[config.mk]
export PLATFORM = sky130hd
export DESIGN_NAME = tick_timer_irq
export DESIGN_NICKNAME = d
export VERILOG_FILES = /design/src/rtl/timer_pkg.sv /design/src/rtl/tick_timer_irq.sv
export SDC_FILE = /design/constraint.sdc
export NUM_CORES = 1
export LEC_CHECK = 0
export CAP_MARGIN = 5
export CORE_ASPECT_RATIO = 1.25
export CORE_MARGIN = 10
export CORE_UTILIZATION = 48
export DETAILED_ROUTE_END_ITERATION = 12
export MAX_ROUTING_LAYER = met4
export PLACE_DENSITY = 0.86
export SETUP_SLACK_MARGIN = 0.1
export SYNTH_ARGS = -nofsm -noshare
export SYNTH_HDL_FRONTEND = slang
export SYNTH_SLANG_ARGS = --single-unit
[constraint.sdc]
create_clock -name clk -period 2.8 [get_ports clk]
set_clock_uncertainty 0.15 [all_clocks]
set_input_delay 0.28 -clock clk [delete_from_list [all_inputs] [get_ports clk]]
set_output_delay 0.28 -clock clk [all_outputs]
set_load 0.05 [all_outputs]
[src/rtl/timer_pkg.sv]
// Shared definitions for the tick timer: register map, CTRL/STATUS bit positions
// and the timer state encoding.
package timer_pkg;

  localparam logic [1:0] ADDR_CTRL    = 2'd0;
  localparam logic [1:0] ADDR_COUNT   = 2'd1;
  localparam logic [1:0] ADDR_COMPARE = 2'd2;
  localparam logic [1:0] ADDR_STATUS  = 2'd3;

  localparam int CTRL_EN       = 0;
  localparam int CTRL_PERIODIC = 1;
  localparam int CTRL_IE       = 2;

  localparam int STAT_PEND     = 0;
  localparam int STAT_OVF      = 1;
  localparam int STAT_MISS_CLR = 2;

  typedef enum logic [1:0] {
    IDLE = 2'd0,
    RUN  = 2'd1,
    DONE = 2'd2
  } timer_state_e;

endpackage

[src/rtl/tick_timer_irq.sv]
// Tick-driven compare timer with level interrupt and a small register port.
// Optional TIMER_MISS_CNT_EN adds a saturating missed-match counter in STATUS[15:8].
module tick_timer_irq
  import timer_pkg::*;
#(
  parameter int CNT_W  = 16,
  parameter int MISS_W = 8
) (
  input  logic        clk,
  input  logic        reset,
  input  logic        tick_i,
  input  logic        wr_en,
  input  logic        rd_en,
  input  logic [1:0]  addr,
  input  logic [31:0] wdata,
  output logic [31:0] rdata,
  output logic        irq,
  input  logic        irq_ack
);

  logic [2:0]       ctrl_q, ctrl_d;
  logic [CNT_W-1:0] count_q, count_d;
  logic [CNT_W-1:0] compare_q, compare_d;
  logic [CNT_W-1:0] count_inc_s;
  timer_state_e     state_q, state_d;
  logic             pend_q, pend_d;
  logic             ovf_q, ovf_d;
  logic             irq_q;
  logic [31:0]      rdata_q, rdata_d;
  logic [31:0]      rd_mux_s;
  logic [MISS_W-1:0] miss_s;
  logic             wr_ctrl_s, wr_count_s, wr_compare_s, wr_status_s;
  logic             counting_s, match_s, wrap_s;
  logic             unused_wdata_s;

  assign wr_ctrl_s    = wr_en && (addr == ADDR_CTRL);
  assign wr_count_s   = wr_en && (addr == ADDR_COUNT);
  assign wr_compare_s = wr_en && (addr == ADDR_COMPARE);
  assign wr_status_s  = wr_en && (addr == ADDR_STATUS);

  // A COUNT write on a tick cycle suppresses both the increment and the match.
  assign count_inc_s = count_q + CNT_W'(1);
  assign counting_s  = tick_i && (state_q == RUN) && !wr_count_s;
  assign match_s     = counting_s && (compare_q != '0) && (count_inc_s == compare_q);
  assign wrap_s      = counting_s && !match_s && (count_inc_s == '0);

  assign unused_wdata_s = ^wdata;

  always_comb begin
    ctrl_d    = ctrl_q;
    compare_d = compare_q;
    count_d   = count_q;
    state_d   = state_q;
    pend_d    = pend_q;
    ovf_d     = ovf_q;

    if (wr_ctrl_s) begin
      ctrl_d = wdata[2:0];
    end else begin
      ctrl_d = ctrl_q;
    end

    if (wr_compare_s) begin
      compare_d = wdata[CNT_W-1:0];
    end else begin
      compare_d = compare_q;
    end

    if (wr_count_s) begin
      count_d = wdata[CNT_W-1:0];
    end else if (match_s) begin
      count_d = ctrl_q[CTRL_PERIODIC] ? '0 : compare_q;
    end else if (counting_s) begin
      count_d = count_inc_s;
    end else begin
      count_d = count_q;
    end

    // EN is taken from the incoming write so the state follows it next cycle.
    case (state_q)
      IDLE: begin
        if (ctrl_d[CTRL_EN]) state_d = RUN;
        else                 state_d = IDLE;
      end
      RUN: begin
        if (!ctrl_d[CTRL_EN])                        state_d = IDLE;
        else if (match_s && !ctrl_q[CTRL_PERIODIC])  state_d = DONE;
        else                                         state_d = RUN;
      end
      DONE: begin
        if (!ctrl_d[CTRL_EN]) state_d = IDLE;
        else if (wr_count_s)  state_d = RUN;
        else                  state_d = DONE;
      end
      default: state_d = IDLE;
    endcase

    if (match_s) begin
      pend_d = 1'b1;
    end else if (irq_ack || (wr_status_s && wdata[STAT_PEND])) begin
      pend_d = 1'b0;
    end else begin
      pend_d = pend_q;
    end

    if (wrap_s) begin
      ovf_d = 1'b1;
    end else if (wr_status_s && wdata[STAT_OVF]) begin
      ovf_d = 1'b0;
    end else begin
      ovf_d = ovf_q;
    end
  end

  always_comb begin
    rd_mux_s = 32'h0000_0000;
    case (addr)
      ADDR_CTRL:    rd_mux_s = {29'h0, ctrl_q};
      ADDR_COUNT:   rd_mux_s = 32'(count_q);
      ADDR_COMPARE: rd_mux_s = 32'(compare_q);
      ADDR_STATUS:  rd_mux_s = {16'h0, 8'(miss_s), 4'h0, state_q, ovf_q, pend_q};
      default:      rd_mux_s = 32'h0000_0000;
    endcase
    if (rd_en) rdata_d = rd_mux_s;
    else       rdata_d = rdata_q;
  end

  always_ff @(posedge clk) begin
    if (reset) begin
      ctrl_q    <= 3'b000;
      count_q   <= '0;
      compare_q <= '0;
      state_q   <= IDLE;
      pend_q    <= 1'b0;
      ovf_q     <= 1'b0;
      irq_q     <= 1'b0;
      rdata_q   <= 32'h0000_0000;
    end else begin
      ctrl_q    <= ctrl_d;
      count_q   <= count_d;
      compare_q <= compare_d;
      state_q   <= state_d;
      pend_q    <= pend_d;
      ovf_q     <= ovf_d;
      irq_q     <= pend_q & ctrl_q[CTRL_IE];
      rdata_q   <= rdata_d;
    end
  end

`ifdef TIMER_MISS_CNT_EN
  logic [MISS_W-1:0] miss_q, miss_d;

  // Count matches that land while the previous one is still unacknowledged.
  always_comb begin
    miss_d = miss_q;
    if (wr_status_s && wdata[STAT_MISS_CLR]) begin
      miss_d = '0;
    end else if (match_s && pend_q && (miss_q != {MISS_W{1'b1}})) begin
      miss_d = miss_q + MISS_W'(1);
    end else begin
      miss_d = miss_q;
    end
  end

  always_ff @(posedge clk) begin
    if (reset) miss_q <= '0;
    else       miss_q <= miss_d;
  end

  assign miss_s = miss_q;
`else
  assign miss_s = '0;
`endif

  assign rdata = rdata_q;
  assign irq   = irq_q;

endmodule

-- Word level (Yosys, flattened, before mapping)
Cells that the tools add are included.
- reduce and logical (&&, ||, !) cells: 24
- $lt $le $gt $ge: 0
- equality and inequality tests: 6
- add/subtract/negate cells: 1
- shift operators: 0
- multipliers: 0
- bitwise operators: 1
- multiplexer cells: 16
- divide/modulo/power cells: 0
- operators with widths (kind ; number):
    $pmux W32 S4 ; 1
    $mux W16 ; 4
    $add A16 B1 Y16 const B ; 1
    $eq A16 B16 Y1 ; 1
    $logic_not A16 Y1 ; 1
    $reduce_bool A16 Y1 ; 1
    $logic_and A1 B1 Y1 ; 13
    $mux W2 ; 4
    $eq A2 B2 Y1 const B ; 3
    $mux W1 ; 6
    $pmux W2 S3 ; 1
    $eq A2 B1 Y1 const B ; 2
    $logic_not A2 Y1 ; 2
    $reduce_bool A2 Y1 ; 2
    $logic_not A1 Y1 ; 3
    $reduce_bool A3 Y1 ; 1
    $and A1 B1 Y1 ; 1
    $logic_or A1 B1 Y1 ; 1
- memory bits (read-only): 0
- output and inout port bits: 33
- memories kept: 0
- memory bits (writable): 0
- latch bits: 0
- register bits after elaboration: 72
- logic and storage cells: 57
- input port bits: 40

-- Longest topological paths before layout
- depth after elaboration: 10
- depth in mapped cells: 12
- mapped depth without buffers: 8

-- Worst setup path after synthesis
No wires, ideal clock.
- path type: flip-flop to flip-flop
- start point: reg count_q[0]
- end point: reg count_q[11]
- data required time: 2.576 ns
- slack: -0.161 ns
- setup time: 0.074 ns
- buffers on the path: 2
- stages on the path, launching flop included: 10
- clock period less this slack: 2.961 ns
- arrival: 2.737 ns
- cells stage by stage: dfxtp_1 > buf_2 > nand4_1 > nor4_1 > mux2i_1 > o2111a_1 > nor4b_2 > buf_2 > nand3_1 > a31oi_1
- longest elaborated chain between the ends: 5
- elaborated cells on any way between the ends: 7
- those cells by class: add/sub (1); eq/ne (1); mux (3); reduce/logical (2)
- ends and longest elaborated chain (what ; RTL line ; RTL):
    start: declaration ; tick_timer_irq.sv:22 ; logic [CNT_W-1:0] count_q, count_d;
    start signal: assignment ; tick_timer_irq.sv:140 ; count_q <= count_d;
    $add A16 B1 Y16 * ; tick_timer_irq.sv:42 ; assign count_inc_s = count_q + CNT_W'(1);
    $eq A16 B16 Y1 ; tick_timer_irq.sv:44 ; assign match_s = counting_s && (compare_q != '0) && (count_inc_s == compare_q);
    $logic_and A1 B1 Y1 ; tick_timer_irq.sv:44 ;
    $mux W16 ; tick_timer_irq.sv:71 ; end else if (match_s) begin
    $mux W16 ; tick_timer_irq.sv:69 ; if (wr_count_s) begin
Mark *: on every way between the ends. The rest lies on a longest branch, timed or not. The select of a mux whose other input is x is not followed.
A chain may end at the register's enable or synchronous reset.

-- Worst setup path after layout
- start point: reg count_q[0]
- end point: reg count_q[15]
Same word-level chain as after synthesis.

==> flow_metrics.env <==
export IMPL_syn_avg_cell_area_um2=7.75
export IMPL_cp_required_ps=2860
export IMPL_power_leakage_uw=0.00184
export IMPL_clkTransAtPathRegs_ps=120
export IMPL_grt_pass1_wl_mm=22.0
export IMPL_row_count=37
export IMPL_seq_area_um2=1130
export IMPL_cts_tree="done"
export IMPL_power_uw=1910
export IMPL_die_area_um2=12400
export IMPL_worstMarginPinSlew_ps=598
export IMPL_slew_limit_headroom_pct=60.2
export IMPL_dp_slack_ps=54.1
export IMPL_synth_top_area_share_pct=28.0
export IMPL_cts_made_buffers=5
export IMPL_status="complete, no violations"
export IMPL_track_usage_pct=22.8
export IMPL_p_per_area_nw_per_um2=380
export IMPL_hold_viol=0
export IMPL_routabilityCongestion=0.993
export IMPL_holdWs_ps=311
export IMPL_worst_setup_path_end_kind="register"
export IMPL_drtAntennaViolNets=0
export IMPL_setup_tns_ps=0
export IMPL_netlist_top_cells_count="nand2_1 (60), dfxtp_1 (56), nor2_1 (39)"
export IMPL_drv_cap=0
export IMPL_drt_total_wl_mm=14.3
export IMPL_fillCellCount=714
export IMPL_syn_area_um2=4010
export IMPL_final_nets=625
export IMPL_vias=4306
export IMPL_layout_setup_ws_ps=40.1
export IMPL_synth_edff_count=0
export IMPL_yosysMostFrequentCell="nand2_1"
export IMPL_max_freq_mhz=362
export IMPL_multiInputGateArea_um2=2680
export IMPL_setup_viol=0
export IMPL_die_w_um=102
export IMPL_vias_per_cell=6.32
export IMPL_crit_arrival_ps=2820
export IMPL_drc_errors=0
export IMPL_slew_viol_final=0
export IMPL_cp_start_kind="register"
export IMPL_clock_sinks=56
export IMPL_die_height_um=122
export IMPL_clockRootBuffer="clkbuf_8"
export IMPL_first_pass_iters=5
export IMPL_drtIter0Drc=339
export IMPL_grt_setup_unrepaired="yes"
export IMPL_antenna_found_initial=0
export IMPL_hold_class="primary input to register"
export IMPL_dpl_hpwl_mm=10.3
export IMPL_first_global_vias=4184
export IMPL_synth_area_leader_cell="dfxtp_1"
export IMPL_io_buffers=40
export IMPL_drive_above_1_share_pct=19.5
export IMPL_final_cells=681
export IMPL_initial_utilization_pct=48.9
export IMPL_post_route_period_util_pct=98.6
export IMPL_syn_to_final_growth_pct=25.9
export IMPL_syn_inst=517
export IMPL_clock_path_buffers=2
export IMPL_fin_crit_ps=2760
export IMPL_cts_max_level=2
export IMPL_ys_types=65
export IMPL_antenna_cells=0
export IMPL_synth_main_ff_cell="dfxtp_1"
export IMPL_wire_per_inst_um=20.9
export IMPL_coreArea_um2=8190
export IMPL_io_pins=73
export IMPL_ys_ff_latch=56
export IMPL_critical_path_class="register to register"
export IMPL_clk_latency_ps=340
export IMPL_worstPathMaxFanout=7
export IMPL_grt_max_degree=33
export IMPL_synth_area_leaders="dfxtp_1 (28%), nand2_1 (5.6%), nand3_1 (4.5%)"
export IMPL_grt_ovfl_total=0
export IMPL_async_flop_share_pct=0
export IMPL_ys_seq_area_share_pct=28.0
export IMPL_peakVddDrop_mv=0.222
export IMPL_placed_cells=668
export IMPL_ys_warn_count=0
## cell usage in the layout, fill, tap and decap left out, types with 7 or more instances in the layout
| cell type | n |
|---|---|
| nand3_1 | 34 |
| xnor2_1 | 18 |
| a31oi_1 | 17 |
| nand4_1 | 9 |
| or3_1 | 11 |
| conb_1 | 16 |
| o211ai_1 | 7 |
| clkdlybuf4s50_1 | 39 |
| a211oi_1 | 17 |
| mux2i_1 | 11 |
| a22oi_1 | 13 |
| a21oi_1 | 35 |
| nand2_1 | 60 |
| buf_4 | 63 |
| nor3_1 | 10 |
| o22ai_1 | 8 |
| o21ai_0 | 7 |
| nor2b_1 | 7 |
| nor2_1 | 39 |
| dfxtp_1 | 50 |
## path summary, 6_finish.rpt
check	depth (start not counted)	slack, ps	end	start
hold reg to reg	2	310	irq	pend_q
setup / recovery	8	40	count_q[15]	count_q[0]
setup reg to reg	8	40	count_q[15]	count_q[0]
hold / removal	2	310	compare_q[15]	reset
## worst max-delay path: stages, from the launching register on
cell      delay (ps)
dfxtp_4          380
buf_4            130
and4_4           160
and3_4           210
or3_4            370
a2111o_1         410
or4b_4           550
a211oi_2         190
o21ai_1           80
## logic make-up after synthesis
group / Yosys count / share of synthesized area, %
AND/OR/NAND/NOR: 213 / 27.5
AO/OA/AOI/OAI: 131 / 22.2
buffers and inverters: 71 / 9.53
multiplexers: 15 / 4.72
XOR/XNOR: 28 / 7.28
other: 1 / 0.0936
flip-flops: 56 / 28.0
adder cells (fa/ha/maj): 2 / 0.625
## metrics by stage
stage | utilization, % | area (um^2)
CTS | 59.3 | 4860
detailed placement | 57.8 | 4740
global placement | 57.8 | 4740
floorplan | - | 4090
global route | 61.5 | 5040
finish | 61.5 | 5040
## report_power, final
group	internal, uW	switching, uW	leakage [uW]
Clock	271	296	0.0000558
Combinational	185	295	0.00132
Sequential	828	38.2	0.000459
Total	1280	629	0.00184
## routing by layer
| metal | part of all wire [%] | global-route usage [%] | vias up |
|---|---|---|---|
| met4 | 3.7 | 11.1 | 0 |
| met3 | 6.7 | 3.91 | 43 |
| met1 | 39 | 24.8 | 2075 |
| met5 | 0 | - | - |
| li1 | - | - | 2001 |
| met2 | 51 | 39.2 | 187 |
## final cells by class
class | instances | area share, %
Inverter | 6 | 0.447
Clock inverter | 2 | 0.769
Timing Repair Buffer | 109 | 19.3
Sequential cell | 56 | 22.5
Multi-Input combinational cell | 405 | 53.2
Tap cell | 97 | 2.41
Clock buffer | 6 | 1.44
## flip-flops by register name, summed over array words and instances (netlist names)
name / cells
irq: 1
count_q: 16
state_q: 2
rdata: 16
pend_q: 1
ovf_q: 1
ctrl_q: 3
compare_q: 16
## timing repair
item	in CTS	in global routing
gates cloned	0	2
gates resized for setup	3	25
setup endpoints to repair	17	20
setup buffers	1	3
hold buffers	0	0
pin swaps	1	5
No activity file was read; power rests on OpenSTA's default activity.
